===== src/rtl/siso_layer_scheduler_if.sv =====
// Read-side bus between decoder control and the SISO layer scheduler.
// Carries parity_ok only when EARLY_TERM_EN is defined.
interface siso_layer_scheduler_if #(
  parameter int ADDRWIDTH = 5,
  parameter int ITERBITS  = 4
);
  logic                 start;
  logic [ITERBITS-1:0]  max_iter;
  logic                 rdlayer;
  logic [ADDRWIDTH-1:0] rdaddress;
  logic                 rden_LLR;
  logic                 rden_E;
  logic                 busy;
  logic                 done;
  logic [ITERBITS-1:0]  iter_count;
`ifdef EARLY_TERM_EN
  logic                 parity_ok;

  modport master (
    output start, max_iter, parity_ok,
    input  rdlayer, rdaddress, rden_LLR, rden_E, busy, done, iter_count
  );
  modport slave (
    input  start, max_iter, parity_ok,
    output rdlayer, rdaddress, rden_LLR, rden_E, busy, done, iter_count
  );
`else
  modport master (
    output start, max_iter,
    input  rdlayer, rdaddress, rden_LLR, rden_E, busy, done, iter_count
  );
  modport slave (
    input  start, max_iter,
    output rdlayer, rdaddress, rden_LLR, rden_E, busy, done, iter_count
  );
`endif
endinterface


===== src/rtl/siso_layer_scheduler.sv =====
// Read-side sequencer for one SISO row unit: sweeps addresses per layer per iteration
// with a drain gap after each layer. Optional early termination via EARLY_TERM_EN.
module siso_layer_scheduler #(
  parameter int ADDRWIDTH    = 5,
  parameter int ADDRDEPTH    = 20,
  parameter int LAYERS       = 2,
  parameter int ITERBITS     = 4,
  parameter int DRAIN_CYCLES = 13
) (
  input  logic                   clk,
  input  logic                   rst,
  siso_layer_scheduler_if.slave  bus
);

  localparam int DW = $clog2(DRAIN_CYCLES + 1);
  localparam logic [ADDRWIDTH-1:0] ADDR_LAST  = ADDRWIDTH'(ADDRDEPTH - 1);
  localparam logic [DW-1:0]        DRAIN_LAST = DW'(DRAIN_CYCLES - 1);
  localparam logic                 LAYER_LAST = 1'(LAYERS - 1);

  typedef enum logic [1:0] {IDLE, RUN, DRAIN, DONE} state_t;

  state_t              state;
  logic [DW-1:0]       drain_cnt;
  logic [ITERBITS-1:0] last_iter;
  logic                early;

`ifdef EARLY_TERM_EN
  assign early = bus.parity_ok;
`else
  assign early = 1'b0;
`endif

  always_ff @(posedge clk) begin
    if (!rst) begin
      state          <= IDLE;
      drain_cnt      <= '0;
      last_iter      <= '0;
      bus.rdlayer    <= 1'b0;
      bus.rdaddress  <= '0;
      bus.rden_LLR   <= 1'b0;
      bus.rden_E     <= 1'b0;
      bus.busy       <= 1'b0;
      bus.done       <= 1'b0;
      bus.iter_count <= '0;
    end else begin
      case (state)
        IDLE: begin
          if (bus.start) begin
            state          <= RUN;
            // max_iter==0 runs one iteration, same as max_iter==1
            last_iter      <= (bus.max_iter == '0) ? '0 : bus.max_iter - 1'b1;
            bus.rdlayer    <= 1'b0;
            bus.rdaddress  <= '0;
            bus.rden_LLR   <= 1'b1;
            bus.rden_E     <= 1'b0;
            bus.busy       <= 1'b1;
            bus.iter_count <= '0;
          end
        end
        RUN: begin
          if (bus.rdaddress == ADDR_LAST) begin
            state        <= DRAIN;
            drain_cnt    <= '0;
            bus.rden_LLR <= 1'b0;
            bus.rden_E   <= 1'b0;
          end else begin
            bus.rdaddress <= bus.rdaddress + 1'b1;
          end
        end
        DRAIN: begin
          if (drain_cnt != DRAIN_LAST) begin
            drain_cnt <= drain_cnt + 1'b1;
          end else if (bus.rdlayer != LAYER_LAST) begin
            state         <= RUN;
            bus.rdlayer   <= bus.rdlayer + 1'b1;
            bus.rdaddress <= '0;
            bus.rden_LLR  <= 1'b1;
            bus.rden_E    <= (bus.iter_count != '0);
          end else if (bus.iter_count == last_iter || early) begin
            state    <= DONE;
            bus.busy <= 1'b0;
            bus.done <= 1'b1;
          end else begin
            // next iteration always has a previous E to read
            state          <= RUN;
            bus.iter_count <= bus.iter_count + 1'b1;
            bus.rdlayer    <= 1'b0;
            bus.rdaddress  <= '0;
            bus.rden_LLR   <= 1'b1;
            bus.rden_E     <= 1'b1;
          end
        end
        DONE: begin
          state    <= IDLE;
          bus.done <= 1'b0;
        end
        default: state <= IDLE;
      endcase
    end
  end

endmodule

===== src/flat_wrapper.sv =====
// flat-port wrapper written by rule: the top's interface ports become plain ports
module siso_layer_scheduler_flat 
#(
  parameter int ADDRWIDTH    = 5,
  parameter int ADDRDEPTH    = 20,
  parameter int LAYERS       = 2,
  parameter int ITERBITS     = 4,
  parameter int DRAIN_CYCLES = 13
)
  (clk, rst, bus_start, bus_max_iter, bus_rdlayer, bus_rdaddress, bus_rden_LLR, bus_rden_E, bus_busy, bus_done, bus_iter_count);
  siso_layer_scheduler_if #(.ADDRWIDTH(ADDRWIDTH), .ITERBITS(ITERBITS)) bus_i ();
  input  logic clk;
  input  logic rst;
  input wire logic [$bits(bus_i.start)-1:0] bus_start;
  input wire logic [$bits(bus_i.max_iter)-1:0] bus_max_iter;
  output wire logic [$bits(bus_i.rdlayer)-1:0] bus_rdlayer;
  output wire logic [$bits(bus_i.rdaddress)-1:0] bus_rdaddress;
  output wire logic [$bits(bus_i.rden_LLR)-1:0] bus_rden_LLR;
  output wire logic [$bits(bus_i.rden_E)-1:0] bus_rden_E;
  output wire logic [$bits(bus_i.busy)-1:0] bus_busy;
  output wire logic [$bits(bus_i.done)-1:0] bus_done;
  output wire logic [$bits(bus_i.iter_count)-1:0] bus_iter_count;
  assign bus_i.start = bus_start;
  assign bus_i.max_iter = bus_max_iter;
  assign bus_rdlayer = bus_i.rdlayer;
  assign bus_rdaddress = bus_i.rdaddress;
  assign bus_rden_LLR = bus_i.rden_LLR;
  assign bus_rden_E = bus_i.rden_E;
  assign bus_busy = bus_i.busy;
  assign bus_done = bus_i.done;
  assign bus_iter_count = bus_i.iter_count;
  siso_layer_scheduler #(.ADDRWIDTH(ADDRWIDTH), .ADDRDEPTH(ADDRDEPTH), .LAYERS(LAYERS), .ITERBITS(ITERBITS), .DRAIN_CYCLES(DRAIN_CYCLES)) u_core (.clk(clk), .rst(rst), .bus(bus_i));
endmodule

===== config.mk =====
export PLATFORM = sky130hd
export DESIGN_NAME = siso_layer_scheduler_flat
export DESIGN_NICKNAME = d
export VERILOG_FILES = /design/src/rtl/siso_layer_scheduler_if.sv /design/src/rtl/siso_layer_scheduler.sv /design/src/flat_wrapper.sv
export SDC_FILE = /design/constraint.sdc
export NUM_CORES = 1
export LEC_CHECK = 0
export CAP_MARGIN = 20
export CORE_UTILIZATION = 27
export CTS_CLUSTER_DIAMETER = 100
export CTS_CLUSTER_SIZE = 8
export DETAILED_ROUTE_END_ITERATION = 6
export DONT_BUFFER_PORTS = 1
export PLACE_DENSITY = 0.4
export SYNTH_ARGS = -nofsm -noshare
export SYNTH_HDL_FRONTEND = slang
export SYNTH_SLANG_ARGS = --single-unit
export TNS_END_PERCENT = 30

===== constraint.sdc =====
create_clock -name clk -period 3.9 [get_ports clk]
set_clock_uncertainty 0.1 [all_clocks]
set_input_delay 0.78 -clock clk [delete_from_list [all_inputs] [get_ports clk]]
set_output_delay 0.78 -clock clk [all_outputs]
set_load 0.05 [all_outputs]

# Word level (Yosys, flattened, before mapping)
# Cells that the tools add are included.
# totals
reg_bits,24
in_bits,7
output_inout_bits,14
elab_cells,89
# classes
add_sub_neg,5
eq_ne,15
n_mux,43
reduce_logical,16
# ops
operator,n
two-way mux 4 bit,7
two-way mux 5 bit,5
AND reduction 5 bit,4
two-way mux 1 bit,17
case mux 4 bit (2 select lines),2
case mux 5 bit (3 select lines),1
two-way mux 2 bit,5
AND reduction 3 bit,3
adder 4 x 1 -> 4 bit (second input constant),2
!= test 2 x 1 -> 1 bit (second input constant),4
!= test 2 bit (second input constant),4
case mux 2 bit (4 select lines),1
case mux 1 bit (2 select lines),3
case mux 1 bit (3 select lines),2
nonzero test 2 bit,3
adder 5 x 1 -> 5 bit (second input constant),1
== test 5 bit (second input constant),1
== test 2 bit (second input constant),2
== test 4 bit,1
zero test 4 bit,1
!= test 4 bit (second input constant),1
AND reduction 4 bit,1
nonzero test 4 bit,1
subtractor 4 x 1 -> 4 bit (second input constant),1
other kinds (6),6

# Logic depth before layout (Yosys ltp)
# depth
depth_word,5
mapped_depth,6
ltp_nobuf,6

# Worst setup path before layout
# Ideal clock, no wire load.
# synth_path
kind,flip-flop to flip-flop
startpoint,register u_core.bus.rdaddress[0]
endpoint,register u_core.drain_cnt[3]
arrival_ns,1.790
required_time_ns,3.730
setup_slack_ns,1.940
path_stages_with_launch,6
n_path_buf,0
period_less_slack_ns,1.960
cell_sequence,dfxtp_1 ha_1 and4bb_1 a22oi_2 or3_1 a21oi_1
# synth_between
elab_chain_len,3
# synth_lines
item,line_no,text
start: declaration,siso_layer_scheduler_if.sv:34,"output rdlayer, rdaddress, rden_LLR, rden_E, busy, done, iter_count"
start signal: assignment,siso_layer_scheduler.sv:67,bus.rdaddress <= bus.rdaddress + 1'b1;
== test 5 bit,siso_layer_scheduler.sv:61,if (bus.rdaddress == ADDR_LAST) begin
!= test 2 x 1 -> 1 bit (no source line),-,
AND reduction 3 bit (no source line),-,
end signal: assignment,siso_layer_scheduler.sv:72,drain_cnt <= drain_cnt + 1'b1;
end: declaration,siso_layer_scheduler.sv:23,logic [DW-1:0] drain_cnt;
# Every way passes these cells.
# A chain may end at the register's enable or synchronous reset.

# Final worst setup path
# Ends and elaborated chain as after synthesis.

==> run metrics <==
width of the die a little over 70 um; hpwl dp between 2000 and 2500 um; crit path time final about 2100 ps; synthesized instance count about 160; Die Span Y roughly 71 um; xor/xnor cell area share of the yosys netlist 0.0269; synth top area cells dfxtp_1, ha_1, nand2_1; yosys warns 0; Initial DRT Pass Iterations 4; Avg Inst Size Synth around 8.3 sq um; Critical Path Stages 5; RD Place Congestion ~0.72; RSZ-0062 raised after global routing false; pin count of the biggest net entering global routing 26; FP Rows 24; CP Launch Point u_core.bus.rdaddress[0]$_SDFFE_PN0P_; CTS sink cnt 24; Seq/Total Area, Yosys 0.369; Setup Fix Bufs, Post-CTS 0; Post-CTS Hold Buffers 0; clock root buffer clkbuf_8; WP buf/inv 0; DRT antenna net count 0; Cell Pwr Density 358 nW/um^2; Post-route DRC 0; fin crit share 0.549; Core Area 4500 sq um; synth cell count leaders dfxtp_1, nand2_1, nand3_1, o21ai_0, a21oi_1; ANT cells 0; setup TNS 0 ps; CP startpoint kind flop; Max Cap Viol 0; adder-cell share of the synthesized area 0.0481; CTS tree built; Buffers on Ports 0; max-slew violations 0; clock latency at the later pin of the worst-skew pair 270 ps; FF+latch count, synth 24; Net Count, Synth approximately 170; CTS clk-pin slew, worst paths around 90 ps; CP required around 4000 ps; Setup crit end kind flop; leak pwr slightly above 0.5 nW; setup ws final 1760 ps; share of the synthesized area in the top cell type 0.369; Setup Crit Path Kind flop to flop; wire per inst about 15 um; H-tree lvl count 1; Synth Area in Simple Gates 0.276; Slew @ Worst Pin between 600 and 700 ps; Post-synth EDFFs 0; setup slack after placement 1770 ps; largest family of logic cells by synthesized area simple AND/OR/NAND/NOR gates; top_reg_cell synth dfxtp_1; vias per cell 5.35; # IOs 21; Critical Path, Cell by Cell ha_1 -> and4bb_1 -> a22oi_2 -> or3_1 -> a21oi_1; Post-Synthesis Cell Area 1300 sq um; Hold WC Path Type flop to flop; Worst VDD drop roughly 0.15 mV; Area growth, synth to finish 6.73%; CTS Buf Count 3; crit path DAT between 2000 and 2500 ps; Reg2Reg Depth 5; mux contribution to synthesized area 0.0385; share of post-route cells with drive strength above 1 0.0588; gr usage total 0.131; CP max stage cell dfxtp_1; cell area after placement around 1300 sq um; leading area contributor after synthesis dfxtp_1; worst flop-to-flop path startpoint u_core.bus.rdaddress[0]$_SDFFE_PN0P_; post_cts resized 0; post-route cell area around 1400 sq um; total routed wirelength about 3000 um; die area approximately 5100 sq um; Worst setup endpoint u_core.drain_cnt[3]$_SDFFE_PN0P_; Compound-Gate Fraction of Synth Area 0.190; nets approximately 170; Largest stage delay, worst path 700 ps; Initial Util 0.289; FMAX roughly 0.47 GHz; clock tree buffer depth 2; DRT iter0 DRCs 48; status finished clean; Synth async-reset ratio 0; final setup fails 0; worst reg-to-reg setup slack around 1800 ps; post-synthesis cell type count between 40 and 50; slew margin rel. 0.549; grt total ovfl 0; Top delay family on crit path flip-flops; Hold Fails Final Rpt 0; r2r endpoint u_core.drain_cnt[3]$_SDFFE_PN0P_; Final Util 0.308; Final Power between 0.4 and 0.5 mW; top-count cell post-synth dfxtp_1; number of global-route vias before repair about 1100; initial antenna violation count 0; Vias between 1000 and 1500; global-route wire length before repair 5340 um; Max Fanout on Critical Path 7
## cell families after synthesis
group / after synthesis
muxes: 5
and+or+nand+nor: 64
buffers and inverters: 16
xor gates and xnor gates: 4
adders and majority gates: 5
AOI/OAI and AO/OA: 38
DFF: 24
## cells in the final DEF (no fill, tap or decap), types with 2 or more instances in the layout
| cell | netlist | final |
|---|---|---|
| dfxtp_1 | 24 | 24 |
| nand2_1 | 15 | 15 |
| nand3_1 | 11 | 11 |
| o21ai_0 | 11 | 11 |
| a21oi_1 | 10 | 10 |
| inv_1 | 9 | 9 |
| nor2_1 | 8 | 8 |
| nor2b_1 | 5 | 5 |
| mux2i_1 | 5 | 5 |
| ha_1 | 5 | 5 |
| or3_1 | 4 | 4 |
| xnor2_1 | 4 | 4 |
| and3_1 | 4 | 4 |
| a31oi_1 | 4 | 4 |
| clkbuf_8 | 0 | 4 |
| nor3_1 | 3 | 3 |
| nand4_1 | 2 | 2 |
| and4_1 | 2 | 2 |
| a311oi_1 | 2 | 2 |
| nand4b_1 | 2 | 2 |
## tightest hold or removal path: stages, from the launching register on
cell and delay (ps):
dfxtp_1 330, nand2_1 60, a21oi_1 50
## sequential cells by signal (all words and copies together) (netlist names)
register and count:
u_core.bus.rdaddress 5, u_core.bus.iter_count 4, u_core.drain_cnt 4, u_core.last_iter 4
u_core.state 2, u_core.bus.busy 1, u_core.bus.done 1, u_core.bus.rden_E 1
u_core.bus.rden_LLR 1, u_core.bus.rdlayer 1
## final cells by class
class	count	area, sq um
fill	486	3120
clock buffer	4	55.1
inverter	9	33.8
tap	52	65.1
multi-input combinational	116	754
sequential	24	480
## layer usage
layer / vias up / wire [um] / track usage
met3: 2 / 200 / 0.0436
li1: 563 / - / -
met5: - / 0 / 0
met2: 22 / 1320 / 0.197
met1: 509 / 1510 / 0.184
met4: 0 / 17 / 0.0267
## power by group
part	total, mW	internal (mW)	leakage, nW	switching, mW
Combinational	0.0516	0.0207	0.294	0.0309
Sequential	0.275	0.253	0.195	0.0223
Clock	0.170	0.0901	0.0288	0.0797
## stage by stage
stage | instances | hold slack [ps]
2_1_floorplan | 156 | 344
5_1_grt | 205 | 417
6_report | 205 | 374
3_3_place_gp | 201 | 359
4_1_cts | 205 | 380
3_5_place_dp | 201 | 365
## worst min-delay path by stage
stage	depth (start not counted)	from	end	slack [ps]
after CTS	2	u_core.last_iter[3]$_SDFFE_PN0P_	u_core.last_iter[3]$_SDFFE_PN0P_	380
after global placement	2	u_core.last_iter[3]$_SDFFE_PN0P_	u_core.last_iter[3]$_SDFFE_PN0P_	360
after detailed placement	2	u_core.last_iter[3]$_SDFFE_PN0P_	u_core.last_iter[3]$_SDFFE_PN0P_	370
after global routing	2	u_core.last_iter[3]$_SDFFE_PN0P_	u_core.last_iter[3]$_SDFFE_PN0P_	420
final	2	u_core.last_iter[3]$_SDFFE_PN0P_	u_core.last_iter[3]$_SDFFE_PN0P_	370
after floorplan	2	u_core.last_iter[3]$_SDFFE_PN0P_	u_core.last_iter[3]$_SDFFE_PN0P_	340
(Power assumes the default switching activity.)
